## src/rtl/mdr_load_unit.sv

```systemverilog
// Memory-read front end and memory data register for the multicycle datapath:
// runs one valid/ack read per load, then extracts and extends the addressed lane into MDROut.
module mdr_load_unit #(
    parameter int DATA_WIDTH = 32,
    parameter int ADDR_WIDTH = 32,
    parameter int TIMEOUT    = 16
) (
    input  logic                  clk,
    input  logic                  rst_n,
    input  logic                  MemRead,
    input  logic [ADDR_WIDTH-1:0] Addr,
    input  logic [1:0]            LoadSize,
    input  logic                  LoadUnsigned,
    output logic                  mem_req,
    output logic [ADDR_WIDTH-1:0] mem_addr,
    input  logic                  mem_ack,
    input  logic [DATA_WIDTH-1:0] mem_rdata,
    output logic [DATA_WIDTH-1:0] MDROut,
    output logic                  MDRValid,
    output logic                  Busy,
    output logic                  MisalignErr,
    output logic                  TimeoutErr
);

    localparam int CNT_W = $clog2(TIMEOUT + 1);

    typedef enum logic [1:0] {
        S_IDLE,
        S_WAIT,
        S_DONE,
        S_ERR
    } state_t;

    state_t                state_q;
    logic [1:0]            off_q;
    logic [1:0]            size_q;
    logic                  uns_q;
    logic                  tout_flag_q;
    logic [CNT_W-1:0]      cnt_q;
    logic [DATA_WIDTH-1:0] raw_q;
    logic [DATA_WIDTH-1:0] mdr_q;
    logic [ADDR_WIDTH-1:0] mem_addr_q;
    logic                  mem_req_q;
    logic                  busy_q;
    logic                  mdr_valid_q;
    logic                  misalign_q;
    logic                  timeout_q;
    logic                  illegal;

    // Lane select plus sign/zero extension; LoadSize 00 word, 01 half, 10 byte.
    function automatic logic [DATA_WIDTH-1:0] extract(
        input logic [DATA_WIDTH-1:0] rdata,
        input logic [1:0]            off,
        input logic [1:0]            size,
        input logic                  uns
    );
        logic [7:0]            b;
        logic [15:0]           h;
        logic [DATA_WIDTH-1:0] r;
        case (off)
            2'd0:    b = rdata[7:0];
            2'd1:    b = rdata[15:8];
            2'd2:    b = rdata[23:16];
            default: b = rdata[31:24];
        endcase
        h = off[1] ? rdata[31:16] : rdata[15:0];
        case (size)
            2'b10:   r = {{(DATA_WIDTH-8){~uns & b[7]}}, b};
            2'b01:   r = {{(DATA_WIDTH-16){~uns & h[15]}}, h};
            default: r = rdata;
        endcase
        return r;
    endfunction

    always_comb begin
        illegal = 1'b0;
        case (LoadSize)
            2'b11:   illegal = 1'b1;
            2'b01:   illegal = Addr[0];
            2'b00:   illegal = |Addr[1:0];
            default: illegal = 1'b0;
        endcase
    end

    always_ff @(posedge clk or negedge rst_n) begin
        if (!rst_n) begin
            state_q     <= S_IDLE;
            off_q       <= '0;
            size_q      <= '0;
            uns_q       <= 1'b0;
            tout_flag_q <= 1'b0;
            cnt_q       <= '0;
            raw_q       <= '0;
            mdr_q       <= '0;
            mem_addr_q  <= '0;
            mem_req_q   <= 1'b0;
            busy_q      <= 1'b0;
            mdr_valid_q <= 1'b0;
            misalign_q  <= 1'b0;
            timeout_q   <= 1'b0;
        end else begin
            mdr_valid_q <= 1'b0;
            misalign_q  <= 1'b0;
            timeout_q   <= 1'b0;
            case (state_q)
                S_IDLE: begin
                    if (MemRead) begin
                        off_q      <= Addr[1:0];
                        size_q     <= LoadSize;
                        uns_q      <= LoadUnsigned;
                        mem_addr_q <= {Addr[ADDR_WIDTH-1:2], 2'b00};
                        busy_q     <= 1'b1;
                        if (illegal) begin
                            tout_flag_q <= 1'b0;
                            state_q     <= S_ERR;
                        end else begin
                            cnt_q     <= '0;
                            mem_req_q <= 1'b1;
                            state_q   <= S_WAIT;
                        end
                    end
                end
                S_WAIT: begin
                    cnt_q <= cnt_q + 1'b1;
                    // An ack in the final allowed cycle still wins over the timeout.
                    if (mem_ack) begin
                        raw_q     <= mem_rdata;
                        mem_req_q <= 1'b0;
                        state_q   <= S_DONE;
                    end else if (cnt_q == CNT_W'(TIMEOUT - 1)) begin
                        tout_flag_q <= 1'b1;
                        mem_req_q   <= 1'b0;
                        state_q     <= S_ERR;
                    end
                end
                S_DONE: begin
                    mdr_q       <= extract(raw_q, off_q, size_q, uns_q);
                    mdr_valid_q <= 1'b1;
                    busy_q      <= 1'b0;
                    state_q     <= S_IDLE;
                end
                default: begin
                    timeout_q  <= tout_flag_q;
                    misalign_q <= ~tout_flag_q;
                    busy_q     <= 1'b0;
                    state_q    <= S_IDLE;
                end
            endcase
        end
    end

    assign mem_req     = mem_req_q;
    assign mem_addr    = mem_addr_q;
    assign MDROut      = mdr_q;
    assign MDRValid    = mdr_valid_q;
    assign Busy        = busy_q;
    assign MisalignErr = misalign_q;
    assign TimeoutErr  = timeout_q;

endmodule

```

## config.mk

```make
export PLATFORM = sky130hd
export DESIGN_NAME = mdr_load_unit
export DESIGN_NICKNAME = d
export VERILOG_FILES = /design/src/rtl/mdr_load_unit.sv
export SDC_FILE = /design/constraint.sdc
export NUM_CORES = 1
export LEC_CHECK = 0
export ABC_AREA = 1
export CAP_MARGIN = 20
export CORE_MARGIN = 1
export CORE_UTILIZATION = 43
export CTS_CLUSTER_DIAMETER = 60
export DETAILED_ROUTE_END_ITERATION = 10
export MAX_ROUTING_LAYER = met4
export PLACE_DENSITY = 0.76
export SYNTH_ARGS = -nofsm -noshare
export SYNTH_HDL_FRONTEND = slang
export SYNTH_SLANG_ARGS = --single-unit
```

## constraint.sdc

```tcl
create_clock -name clk -period 1.4 [get_ports clk]
set_clock_uncertainty 0.05 [all_clocks]
set_input_delay 0.28 -clock clk [delete_from_list [all_inputs] [get_ports clk]]
set_output_delay 0.28 -clock clk [all_outputs]
set_load 0.1 [all_outputs]
```

Word-level counts from Yosys, hierarchy flattened:

Index checks and enable logic that the tools add are counted.

* logic and storage cells: 76
* register bits after elaboration: 112

* add/sub/neg operators: 1
* mux-type cells: 28
* bitwise operators: 5
* reductions and logical operators: 13
* equal/unequal tests: 15

Operators with widths (count)
* 32-bit case mux with 2 select lines: 1
* 8-bit case mux with 3 select lines: 1
* 16-bit two-way mux: 1
* 1-bit two-way mux: 12
* 5-bit two-way mux: 2
* 2-bit inequality test (second input constant): 5
* 5-bit case mux with 2 select lines: 1
* 2-bit by 1-bit equality test with 1-bit output (second input constant): 4
* 2-bit equality test (second input constant): 4
* 2-bit two-way mux: 4
* 8-bit two-way mux: 1
* 2-bit AND reduction: 4
* 2-bit logical NOT: 3
* 1-bit case mux with 2 select lines: 3
* 5-bit by 1-bit adder with 5-bit output (second input constant): 1
* 5-bit by 4-bit equality test with 1-bit output (second input constant): 1
* 5-bit AND reduction: 1
* 2-bit case mux with 2 select lines: 1
* 4-bit AND reduction: 1
* 3-bit inequality test (second input constant): 1
* 1-bit NOT: 3
* 1-bit case mux with 3 select lines: 1
* 3-bit AND reduction: 1
* 3-bit OR reduction: 1
* other kinds (3): 4

Logic depth before layout (Yosys ltp):

Gate-level depths: netlist of run 1.

* word-level depth: 5
* gate-level depth with buffers: 9

Worst setup path after synthesis of run 1:

OpenSTA, ideal clock, no wires.

* kind: reg2reg
* start point: register size_q[0]
* end point: register mdr_q[1] (netlist: MDROut[1])
* required time: 1230 ps
* stages on the path, launching flop included: 10
* setup slack: -165 ps
* data arrival time: 1395 ps
* setup time: 120 ps
* period minus slack after synthesis: 1565 ps
* cells stage by stage: dfrtp_1 -> inv_1 -> ha_1 -> buf_4 -> clkinv_1 -> nand2_1 -> o221ai_1 -> nand2_1 -> nand2_1 -> nand2_1

* word-level cells in the longest chain between the ends: 2

Ends and longest elaborated chain
* from (decl): line 36 `logic [1:0] size_q;`
* from (signal assigned): line 109 `size_q <= LoadSize;`
* 2-bit by 1-bit equality test with 1-bit output or 2-bit equality test (tied branches): line 67 `case (size)`
* 32-bit case mux with 2 select lines (*): line 67
* to (signal assigned): line 137 `mdr_q <= extract(raw_q, off_q, size_q, uns_q);`
* to (decl): line 41 `logic [DATA_WIDTH-1:0] mdr_q;`

Every way passes the cells marked *; elsewhere a longest branch is shown, timed or not.
A chain may end at the register's enable or synchronous reset.

Worst setup path after layout of run 1:

* start point: register off_q[1]
* end point: register mdr_q[20] (netlist: MDROut[20])

* word-level cells in the longest chain between the ends: 5

Ends and longest elaborated chain
* from (decl): line 35 `logic [1:0] off_q;`
* from (signal assigned): line 108 `off_q <= Addr[1:0];`
* 2-bit equality test (tied with other cells): line 60 `case (off)`
* 8-bit case mux with 3 select lines: line 60
* 8-bit two-way mux: line 105 `case (state_q)`
* 1-bit AND: line 68 `2'b10: r = {{(DATA_WIDTH-8){~uns & b[7]}}, b};`
* 32-bit case mux with 2 select lines (*): line 67

Every way passes the cells marked *; elsewhere a longest branch is shown, timed or not. The select of a mux whose other input is x is not followed.

==> results of run 1 <==
## stage by stage
step	hold slack [ns]	worst slack, ns	setup TNS (ns)
3_5_place_dp	0.167	-0.312	-11.37
4_1_cts	0.334	-0.0970	-0.415
3_3_place_gp	0.161	-0.264	-8.23
2_1_floorplan	-0.0656	-0.0143	-0.152
5_1_grt	0.366	-0.204	-5.02
6_report	0.327	-0.159	-2.93
## Yosys cell counts, drive strengths merged
master | number | area [µm²]
dfrtp | 112 | 2800
clkbuf | 6 | 22.5
nand3 | 7 | 35.0
ha | 4 | 50.1
mux2 | 22 | 315
clkinv | 1 | 3.75
nand2 | 202 | 768
nor2 | 49 | 191
o221ai | 6 | 52.6
nor3 | 3 | 15.0
conb | 1 | 3.75
buf | 22 | 154
inv | 28 | 105
and3 | 1 | 6.26
o211ai | 2 | 15.0
o21ai | 21 | 105
and2 | 1 | 6.26
a21oi | 60 | 300
a31oi | 1 | 6.26
xor2 | 1 | 8.76
or2 | 1 | 6.26
## metal layers
layer  vias to the layer above  track usage, %  part of all wire (%)
li1                       2104               -                     -
met1                      2228            28.2                    38
met2                       204            43.3                    53
met3                        34            7.11                   6.6
met4                         0            7.14                   2.0
met5                         -               -                     0
## placed cells by master (no fill, tap or decap), types with 3 or more instances in the layout
master / n
sky130_fd_sc_hd__nand2_1: 187
sky130_fd_sc_hd__dfrtp_1: 109
sky130_fd_sc_hd__buf_12: 76
sky130_fd_sc_hd__clkdlybuf4s50_1: 69
sky130_fd_sc_hd__nor2_1: 37
sky130_fd_sc_hd__a21oi_1: 35
sky130_fd_sc_hd__buf_4: 28
sky130_fd_sc_hd__inv_1: 21
sky130_fd_sc_hd__a21oi_2: 21
sky130_fd_sc_hd__mux2_4: 20
sky130_fd_sc_hd__clkbuf_16: 13
sky130_fd_sc_hd__o21ai_0: 9
sky130_fd_sc_hd__nand2_2: 8
sky130_fd_sc_hd__nor2_2: 7
sky130_fd_sc_hd__buf_6: 7
sky130_fd_sc_hd__o21ai_1: 6
sky130_fd_sc_hd__o221ai_2: 6
sky130_fd_sc_hd__inv_2: 5
sky130_fd_sc_hd__nor2_4: 5
sky130_fd_sc_hd__nand2_4: 5
sky130_fd_sc_hd__nand3_1: 5
sky130_fd_sc_hd__a21oi_4: 4
sky130_fd_sc_hd__o21ai_2: 3
sky130_fd_sc_hd__o21ai_4: 3
sky130_fd_sc_hd__dfrtp_2: 3
## worst max path at each step
stage / from / cells after the start / slack (ns) / end
global placement: mem_ack / 6 / -0.26 / raw_q[31]
finish: off_q[1] / 8 / -0.16 / MDROut[20]
detailed placement: mem_ack / 6 / -0.31 / raw_q[31]
global route: off_q[1] / 8 / -0.20 / MDROut[20]
floorplan: cnt_q[0] / 9 / -0.01 / mem_req
CTS: cnt_q[0] / 9 / -0.1 / mem_req
## critical path: stages, from the launching register on
cell,delay [ns]
sky130_fd_sc_hd__dfrtp_2,0.48
sky130_fd_sc_hd__nor2_1,0.17
sky130_fd_sc_hd__nand2_1,0.12
sky130_fd_sc_hd__nand3_4,0.11
sky130_fd_sc_hd__nand2_2,0.08
sky130_fd_sc_hd__nand2_2,0.09
sky130_fd_sc_hd__nand2_4,0.08
sky130_fd_sc_hd__clkbuf_16,0.18
sky130_fd_sc_hd__a21oi_2,0.13
## flip-flops by register name, indices dropped and copies added (netlist names), 2 cells and up
register and cells:
state_q 2, MDROut 32, raw_q 32, size_q 2
mem_addr 30, off_q 2, cnt_q 5
## area by class of cell
cell class                      count  area [µm²]  share of cell area, %
Inverter                           29         121                   1.45
Timing Repair Buffer              187        2640                   31.7
Clock buffer                       10         229                   2.74
Tap cell                          140         175                   2.10
Multi-Input combinational cell    383        2300                   27.6
Sequential cell                   112        2810                   33.6
Clock inverter                      6        67.6                  0.810
## cell families after synthesis
| logic type | synth area share, % |
|---|---|
| simple gates | 20.7 |
| flops | 56.4 |
| compound gates | 9.64 |
| buf+inv | 5.74 |
| mux | 6.34 |
| fa+ha+maj | 1.01 |
| other cells | 0.0754 |
| xor+xnor | 0.176 |
## repair_timing
| action | in CTS | in global routing |
|---|---|---|
| setup buffers | 2 | 8 |
| hold buffers | 1 | 0 |
| hold endpoints to repair | 23 | 0 |
| resized for setup | 45 | 82 |
| cloned | 0 | 4 |
| pin swaps | 21 | 32 |
| setup endpoints to repair | 38 | 49 |
==> results.yml, run 1 <==
run_status:
  status: "finished with violations"
  failed_checks: "setup timing"
synthesis:
  synth_sequential_area_ratio_pct: 56.4
  ys_seq_elements: 112
  synthesis.area_um2: 4970
  synthCells: 551
  post_synthesis_mean_instance_area_um2: 9.03
  yosys.cell_types.count: 30
  synthesis.yosys.warnings: 0
finish:
  n_fill_cell: 707
  count_of_inserted_antenna_diode_cells: 0
  design.final.nets: 797
  areaGrowthSynthToFinish_pct: 67.7
  fraction_of_layout_instances_using_a_drive_strength_above_1_pct: 32.7
  fin_util_pct: 75.6
  cell_area_after_layout_um2: 8340
  layoutNonFillerInstCount: 867
clock_network:
  ctsRootBufferMaster: "sky130_fd_sc_hd__clkbuf_16"
  clock-sinks: 112
  cts_inserted_buffers: 9
  htreeDepth: 3
  cts.path.max_buffers: 2
  insertion_delay_ns: 0.36
  cts.clk_slew.worst_paths_ns: 0.08
  tritoncts: "yes"
drt:
  finalWirelength_um: 15300
  avgViaCountPerCell: 5.27
  route.vias.total: 4570
  ant_nets: 0
  drc_errors: 0
  first_iter_violations: 226
  detail_route.wl_per_cell_um: 17.7
  first_pass_iteration_count_of_the_detailed_router: 5
worst_setup_path:
  setup.worst_path.start_class: "flip-flop"
  wp_data_arrival_ns: 1.80
  crit_path_end_kind: "flip-flop"
  top_fanout_value_on_the_critical_path: 8
  regToRegSetupSlack_ns: -0.16
  timing.critical_path.required_ns: 1.64
  rr_endpoint: "MDROut[20]"
  r2r-start: "off_q[1]"
  crit_type: "flip-flop to flip-flop"
  ff2ff_path_depth: 8
floorplanning:
  die_h_um: 110
  die_area_um2: 12000
  floorplan.initialDensity_pct: 45.1
  fp.coreArea_um2: 11000
  placementRows: 38
  fp.dieW_um: 110
  top_level_ports: 140
sta:
  timing.final.setup_violations: 28
  timing.final.hold_violations: 0
  finalWorstPathRequiredPeriod_ns: 1.56
  period_share_pct: 111
  final.setup.worst_slack_ns: -0.159
  rsz0062_at_grt: "true"
  fmaxAchievable_ghz: 0.642
  final_max_slew_viol_count: 0
run:
  max_cap_viol_count: 0
global_route:
  grt_first_pass_wirelength_um: 21800
  grt.overflow.total: 0
  global_route.usage.total_pct: 25.0
  grt_antenna_before_repair: 0
  grt_start_max_net_pins: 40
  grt_pass1_vias: 4498
hold_path:
  hold_crit_class: "input pin to async pin"
placement:
  dp.final_hpwl_um: 9950
  portBuffers: 137
  place_area_um2: 7400
  place_inst: 837
  replace_congestion: 0.886
Power of run 1 is not shown: default switching activity piles up to over one toggle a cycle in this logic, so the estimate is an artifact.
==> run 2, diff against run 1 <==
MAX_ROUTING_LAYER = default   (was met4)
==> run 2 against run 1 <==
Against the previous run: the run still ends with setup timing left; largest cell class unchanged; critical path depth unchanged; final cell count down 0.69%; global-route usage decreased by 0.39 points; count of clock-buffer cells in the layout down 1; fmax up 1.8%.
==> results.yml, run 2 (synthesized netlist as in run 1, its figures left out) <==
finish:
  areaGrowthSynthToFinish_pct: 63.9
  count_of_inserted_antenna_diode_cells: 0
  commonest_non_fill_non_tap_cell_in_the_layout: "sky130_fd_sc_hd__nand2_1"
  design.final.nets: 791
  mostFrequentLayoutCells: "187 x sky130_fd_sc_hd__nand2_1, 110 x sky130_fd_sc_hd__dfrtp_1, 74 x sky130_fd_sc_hd__buf_12"
  fraction_of_layout_instances_using_a_drive_strength_above_1_pct: 32.3
clock_network:
  cts.path.max_buffers: 2
  cts_inserted_buffers: 9
  insertion_delay_ns: 0.35
  cts.clk_slew.worst_paths_ns: 0.08
  ctsRootBufferMaster: "sky130_fd_sc_hd__clkbuf_16"
  htreeDepth: 3
  tritoncts: "yes"
  clock-sinks: 112
drt:
  detail_route.wl_per_cell_um: 16.6
  route.vias.total: 4450
  avgViaCountPerCell: 5.17
  first_pass_iteration_count_of_the_detailed_router: 5
  first_iter_violations: 256
  ant_nets: 0
  finalWirelength_um: 14300
  drc_errors: 0
sta:
  final_max_slew_viol_count: 0
  final.setup.worst_slack_ns: -0.131
  fmaxAchievable_ghz: 0.653
  rsz0062_at_grt: "true"
  finalWorstPathRequiredPeriod_ns: 1.53
  period_share_pct: 109
  timing.final.hold_violations: 0
  timing.final.setup_violations: 30
  tightest_slew_ns: 0.504
  slew_headroom_pct: 66.4
worst_setup_path:
  timing.critical_path.required_ns: 1.63
  number_of_buffer_and_inverter_stages_on_the_critical_path: 1
  worst_path_cell_trace: "nor2_2 > nand2_1 > nand3_2 > nand2_2 > nand2_4 > nand2_8 > buf_12 > a21oi_2"
  crit_type: "flip-flop to flip-flop"
  crit_path_end_kind: "flip-flop"
  r2r-start: "off_q[1]"
  setup.worst_path.start_class: "flip-flop"
  top_fanout_value_on_the_critical_path: 8
  ff2ff_path_depth: 8
  critPathTopFamily: "simple AND/OR/NAND/NOR gates"
  wp_data_arrival_ns: 1.76
  cpMaxStageDelayCell: "sky130_fd_sc_hd__dfrtp_2"
  regToRegSetupSlack_ns: -0.13
  max_stage_delay_ns: 0.50
  rr_endpoint: "MDROut[27]"
floorplanning:
  top_level_ports: 140
  die_area_um2: 12000
  fp.coreArea_um2: 11000
  floorplan.initialDensity_pct: 45.1
  fp.dieW_um: 110
  die_h_um: 110
  placementRows: 38
global_route:
  global_route.usage.total_pct: 24.6
  grt_antenna_before_repair: 0
  grt_first_pass_wirelength_um: 22300
  grt_start_max_net_pins: 72
  grt.overflow.total: 0
  grt_pass1_vias: 4652
placement:
  portBuffers: 137
  preCtsSetupSlack_ns: -0.283
  replace_congestion: 0.873
  dp.final_hpwl_um: 9650
run_status:
  failed_checks: "setup timing"
  status: "finished with violations"
run:
  max_cap_viol_count: 0
hold_path:
  hold_crit_class: "input pin to async pin"
-- run 2: cell count changes in the layout (fill, tap and decap cells not counted), sizes merged --
cell / previous run / this run
buf: 113 / 111
clkbuf: 14 / 9
bufinv: 1 / 0
inv: 30 / 31
clkinv: 2 / 4
clkinvlp: 2 / 1
-- run 2: through the flow --
step | util (%) | instance area [µm²] | cells | setup TNS, ns | hold slack [ns]
finish | 73.9 | 8150 | 861 | -1.81 | 0.198
global route | 73.9 | 8150 | 861 | -4.62 | 0.184
CTS | 72.2 | 7960 | 860 | -0.322 | 0.197
detailed placement | 67.0 | 7390 | 837 | -10.95 | 0.0281
global placement | 67.0 | 7390 | 837 | -7.91 | 0.0284
floorplan | - | 5020 | 552 | -0.152 | -0.0656
-- run 2: final cells by class --
cell class / instances / area [µm²]
fillers: 718 / 2880
clock buffers: 9 / 225
clock inverters: 7 / 62.6
well taps: 140 / 175
multi-input cells: 383 / 2260
flip-flops and latches: 112 / 2810
repair buffers: 181 / 2510
inverters: 29 / 116
-- run 2: what timing repair did --
item	CTS	global route
setup buffers	5	2
setup endpoints to repair	40	37
endpoints found under the hold margin	112	0
hold buffers	1	0
cloned	1	0
resized for setup	63	47
pin swaps	14	20
-- run 2: worst max-delay path by stage --
stage                  start    endpoint  slack [ns]  cells after the start
floorplan           cnt_q[0]     mem_req       -0.01                      9
global placement     mem_ack   raw_q[31]       -0.27                      6
detailed placement   mem_ack   raw_q[31]       -0.28                      6
CTS                 cnt_q[1]     mem_req       -0.06                      9
global route        off_q[1]  MDROut[27]       -0.22                      8
finish              off_q[1]  MDROut[27]       -0.13                      8
-- run 2: per-layer routing --
| metal | part of all wire, % | global-route usage, % | vias to the layer above | wire (µm) |
|---|---|---|---|---|
| met3 | 7.8 | 8.00 | 29 | 1110 |
| met4 | 2.6 | 9.24 | 0 | 371 |
| met1 | 39 | 27.9 | 2151 | 5520 |
| met5 | 0 | 0 | - | 0 |
| li1 | - | - | 2089 | - |
| met2 | 51 | 43.1 | 181 | 7280 |
Power of run 2 is left out for the same reason.
==> run 3, diff against run 2 <==
CTS_CLUSTER_DIAMETER = 100   (was 60)
==> results of run 3 <==
The final DEF is identical to that of run 2; final timing and power are the same.
Power of run 3 is left out for the same reason.
